<file path="src/rtl/gate_test_sequencer.sv">
// Self-test controller for the trainer-kit gate array: sweeps a/b through 00..11,
// lets each vector settle for DWELL cycles, then checks the seven gate outputs against a golden model.
module gate_test_sequencer #(
  parameter int DWELL = 4
) (
  input  logic       clk,
  input  logic       rst,
  input  logic       start,
  input  logic       step_mode,
  input  logic       step,
  input  logic [6:0] gate_in,
  output logic       a_drv,
  output logic       b_drv,
  output logic [1:0] idx,
  output logic       busy,
  output logic       done,
  output logic       pass,
  output logic [6:0] err_gates,
  output logic [3:0] fail_vec
);

  typedef enum logic [2:0] {
    S_IDLE   = 3'd0,
    S_APPLY  = 3'd1,
    S_SAMPLE = 3'd2,
    S_WAIT   = 3'd3,
    S_DONE   = 3'd4
  } state_t;

  localparam logic [7:0] L_LAST = 8'(DWELL - 1);

  // Expected gate outputs, bit order AND, OR, NOT_A, NAND, NOR, XOR, XNOR.
  function automatic logic [6:0] golden(input logic a, input logic b);
    golden = {~(a ^ b), a ^ b, ~(a | b), ~(a & b), ~a, a | b, a & b};
  endfunction

  state_t     r_state;
  state_t     w_state_nxt;
  logic [7:0] r_cnt;
  logic [7:0] w_cnt_nxt;
  logic [1:0] r_idx;
  logic [1:0] w_idx_nxt;
  logic [6:0] r_err;
  logic [6:0] w_err_nxt;
  logic [3:0] r_fv;
  logic [3:0] w_fv_nxt;
  logic       r_mode;
  logic       r_go;
  logic       r_a;
  logic       r_b;
  logic       r_busy;
  logic       r_done;
  logic       r_pass;
  logic [6:0] w_mism;
  logic       w_can_start;
  logic       w_capture;

  assign w_mism      = gate_in ^ golden(r_a, r_b);
  assign w_can_start = (r_state == S_IDLE) || (r_state == S_DONE);
  // A start is registered first so the sweep begins one cycle after the pulse.
  assign w_capture   = start && w_can_start && !r_go;

  assign a_drv     = r_a;
  assign b_drv     = r_b;
  assign idx       = r_idx;
  assign busy      = r_busy;
  assign done      = r_done;
  assign pass      = r_pass;
  assign err_gates = r_err;
  assign fail_vec  = r_fv;

  // Next-state and datapath update for the sweep controller.
  always_comb begin
    w_state_nxt = r_state;
    w_cnt_nxt   = r_cnt;
    w_idx_nxt   = r_idx;
    w_err_nxt   = r_err;
    w_fv_nxt    = r_fv;
    case (r_state)
      S_IDLE, S_DONE: begin
        if (r_go) begin
          w_state_nxt = S_APPLY;
          w_cnt_nxt   = 8'd0;
          w_idx_nxt   = 2'd0;
          w_err_nxt   = 7'd0;
          w_fv_nxt    = 4'd0;
        end else begin
          w_state_nxt = r_state;
        end
      end
      S_APPLY: begin
        if (r_cnt == L_LAST) begin
          w_state_nxt = S_SAMPLE;
          w_cnt_nxt   = 8'd0;
        end else begin
          w_cnt_nxt = r_cnt + 8'd1;
        end
      end
      S_SAMPLE: begin
        w_err_nxt = r_err | w_mism;
        w_fv_nxt  = r_fv | ({3'd0, |w_mism} << r_idx);
        if (r_idx == 2'd3) begin
          w_state_nxt = S_DONE;
        end else if (r_mode) begin
          w_state_nxt = S_WAIT;
        end else begin
          w_state_nxt = S_APPLY;
          w_idx_nxt   = r_idx + 2'd1;
          w_cnt_nxt   = 8'd0;
        end
      end
      S_WAIT: begin
        if (step) begin
          w_state_nxt = S_APPLY;
          w_idx_nxt   = r_idx + 2'd1;
          w_cnt_nxt   = 8'd0;
        end else begin
          w_state_nxt = S_WAIT;
        end
      end
      default: begin
        w_state_nxt = S_IDLE;
      end
    endcase
  end

  // State register plus registered outputs derived from the next state.
  always_ff @(posedge clk) begin
    if (rst) begin
      r_state <= S_IDLE;
      r_cnt   <= 8'd0;
      r_idx   <= 2'd0;
      r_err   <= 7'd0;
      r_fv    <= 4'd0;
      r_mode  <= 1'b0;
      r_go    <= 1'b0;
      r_a     <= 1'b0;
      r_b     <= 1'b0;
      r_busy  <= 1'b0;
      r_done  <= 1'b0;
      r_pass  <= 1'b0;
    end else begin
      r_state <= w_state_nxt;
      r_cnt   <= w_cnt_nxt;
      r_idx   <= w_idx_nxt;
      r_err   <= w_err_nxt;
      r_fv    <= w_fv_nxt;
      r_go    <= w_capture;
      if (w_capture) begin
        r_mode <= step_mode;
      end
      r_a    <= w_idx_nxt[1];
      r_b    <= w_idx_nxt[0];
      r_busy <= (w_state_nxt == S_APPLY) || (w_state_nxt == S_SAMPLE) || (w_state_nxt == S_WAIT);
      r_done <= (w_state_nxt == S_DONE);
      r_pass <= (w_state_nxt == S_DONE) && (w_err_nxt == 7'd0);
    end
  end

endmodule
</file>
<file path="config.mk">
export PLATFORM = sky130hd
export DESIGN_NAME = gate_test_sequencer
export DESIGN_NICKNAME = d
export VERILOG_FILES = /design/src/rtl/gate_test_sequencer.sv
export SDC_FILE = /design/constraint.sdc
export NUM_CORES = 1
export LEC_CHECK = 0
export BUFFER_PORTS_ARGS = -buffer_cell sky130_fd_sc_hd__buf_4
export CAP_MARGIN = 20
export CORE_UTILIZATION = 53
export DETAILED_ROUTE_END_ITERATION = 12
export HOLD_SLACK_MARGIN = 0.12
export PLACE_DENSITY = 0.75
export REMOVE_ABC_BUFFERS = 1
export SKIP_CTS_REPAIR_TIMING = 1
export SLEW_MARGIN = 20
export SYNTH_ARGS = -nofsm -noshare
export SYNTH_HDL_FRONTEND = slang
export SYNTH_SLANG_ARGS = --single-unit
export TNS_END_PERCENT = 10
</file>
<file path="constraint.sdc">
create_clock -name clk -period 3.1 [get_ports clk]
set_clock_uncertainty 0.2 [all_clocks]
set_input_delay 0.155 -clock clk [delete_from_list [all_inputs] [get_ports clk]]
set_output_delay 0.155 -clock clk [all_outputs]
set_load 0.05 [all_outputs]
</file>
==> flow_summary.yaml <==
status:
  outcome: "finished clean"
worst_hold_path:
  hold_path_class: "in2reg"
  whs_path_depth: 4
sta:
  worstMarginPinSlew_ns: 0.636
  setup_violations: 0
  tns_ns: 0
  slew_viol_final: 0
  relSlewSlack: 0.575
  period_needed_ns: 2.52
  period_share: 0.812
  fmax_ghz: 0.397
  hold_viol_final: 0
  rsz0062_at_grt: "false"
clock_tree:
  cts_tree: "done"
  clk_pin_slew_ns: 0.09
  cts_root_buf: "clkbuf_4"
  clockBufferDepth: 2
  h-tree-depth: 2
  clkLatencyLatePin_ns: 0.33
  numCtsBuffers: 5
  cts_sinks: 29
worst_setup_path:
  worst_ep_arrival_time_ns: 2.58
  crit_fanout: 15
  crit_required_ns: 3.16
  worstSetupStartpointType: "register"
  critical_path_class: "reg2reg"
  reg2reg_depth: 5
  end_kind: "register"
route:
  drc: 0
  drt_iter0_drc: 31
  dr_total_vias: 1372
  ant_nets: 0
  drt-vias-per-instance: 5.97
  wl_per_cell_um: 14.7
  drtPass1Iterations: 4
  wl_um: 3390
placement:
  dp_hpwl_um: 2320
  routabilityCongestion: 0.844
  io_buffers: 29
  post_dp_cell_area_mm2: 0.00162
global_route:
  grt.total_usage: 0.248
  grt_antenna_before_repair: 0
  grt_pass1_wl_um: 5020
  grt_max_degree: 23
  grt_overflow: 0
  first_global_vias: 1157
final_layout:
  area_growth_syn_to_layout_pct: 25.8
  fin_area_mm2: 0.00179
  diodes: 0
  final_common_cell: "buf_4"
  fillers: 198
  final_cell_mix: "30 x buf_4, 29 x dfxtp_1, 17 x a21oi_1, 14 x nor2_1, 11 x dlygate4sd3_1"
  drive_gt1_frac: 0.195
  layout.nets: 215
die:
  start_util: 0.568
  core_mm2: 0.00250
  die_h_um: 53.8
  row_count: 18
  die_area_mm2: 0.00289
  pin_count: 30
  fp.dieW_um: 53.8
run:
  cap_violations: 0
logic_synthesis:
  synth-simple-area-share: 0.235
  ys.warnings.count: 0
  synth_mux_area_frac: 0.00705
  synth_fa_ha_area_frac: 0.0264
  seq_area_frac_synth: 0.409
  ys_async_sr_fraction: 0
  synth-edff-count: 0
  netlist_area_mm2: 0.00142
  synthXorXnorAreaFrac: 0.0493
  ys_seq_elements: 29
  netlist_instances: 162
  ys.flop_type: "dfxtp_1"
  syn_area_per_cell_um2: 8.77
  synth_compound_area_frac: 0.219
  synth_top_family_by_area: "simple AND/OR/NAND/NOR gates"
  synthDistinctLibCells: 39
pwr:
  p_leak_nw: 0.695
  irDropWorstVdd_mv: 0.327
  power.density_mw_per_mm2: 394
## layer usage
metal,up-vias,part of all wire,global-route usage
met4,0,0.021,0.132
met3,9,0.048,0.0593
met2,47,0.48,0.401
met5,-,0,0
met1,647,0.45,0.302
li1,669,-,-
## area by class of cell
type	instances	area, um^2	share of cell area
Timing Repair Buffer	41	335	0.188
Multi-Input combinational cell	119	763	0.427
Sequential cell	29	581	0.325
Clock buffer	7	55.1	0.0308
Inverter	4	15.0	0.00840
Tap cell	30	37.5	0.0210
## worst paths after layout
check / slack [ns] / from / to
setup reg to reg: 0.58 / register / r_cnt[7]
setup / recovery: 0.58 / register / r_cnt[7]
hold reg to reg: 0.26 / fail_vec[0] / fail_vec[0]
hold / removal: 0.09 / gate_in[0] / err_gates[0]
## cells in the mapped netlist, types with 2 or more instances
master | count | area [um^2]
xnor2_1 | 4 | 35.0
nand3_1 | 4 | 20.0
nor2b_1 | 3 | 18.8
or3_1 | 4 | 25.0
and3b_1 | 2 | 17.5
nor3_1 | 5 | 25.0
o21ai_0 | 7 | 35.0
xor2_1 | 4 | 35.0
o2111ai_1 | 4 | 35.0
o31ai_1 | 3 | 22.5
nand2_1 | 10 | 37.5
dfxtp_1 | 29 | 581
buf_4 | 2 | 15.0
nor3b_1 | 5 | 37.5
inv_1 | 4 | 15.0
buf_6 | 2 | 22.5
clkbuf_1 | 5 | 18.8
ha_1 | 3 | 37.5
nor4b_1 | 2 | 17.5
or4_1 | 3 | 22.5
a22oi_1 | 8 | 60.1
o21bai_1 | 3 | 22.5
a21oi_1 | 17 | 85.1
nor2_1 | 14 | 52.6
## where the power goes
part           internal (mW)  switching (mW)  total (mW)
registers              0.378         0.00853       0.387
logic                 0.0383          0.0424      0.0807
clock network          0.107           0.129       0.236
## critical path: stages, from the launching register on
cell	delay, ns
dfxtp_1	0.40
ha_1	0.35
or3_4	0.37
a32o_1	0.41
or4_1	0.56
a21oi_1	0.16
## flip-flops by register name (all words and copies together), names as in the netlist, named ones only
register / count
r_cnt: 8
r_go: 1
r_state: 3
done: 1
busy: 1
pass: 1
r_mode: 1
fail_vec: 4
err_gates: 7
## kinds of logic after synthesis
group	after synthesis
and+or+nand+nor	59
adders and majority gates	3
DFF	29
muxes	1
buffers and inverters	14
xor gates and xnor gates	8
AOI/OAI and AO/OA	48
## through the flow
stage	util	cells	hold WS (ns)	total power [mW]	setup WS [ns]
after global placement	0.649	212	0.192	0.461	0.725
after global routing	0.715	230	0.132	0.729	0.437
final	0.715	230	0.0904	0.704	0.583
after CTS	0.671	219	-0.138	0.694	0.579
after floorplan	-	152	0.0241	0.435	0.284
after detailed placement	0.649	212	0.201	0.464	0.597
Note: power is estimated with default switching activity, not from simulation.
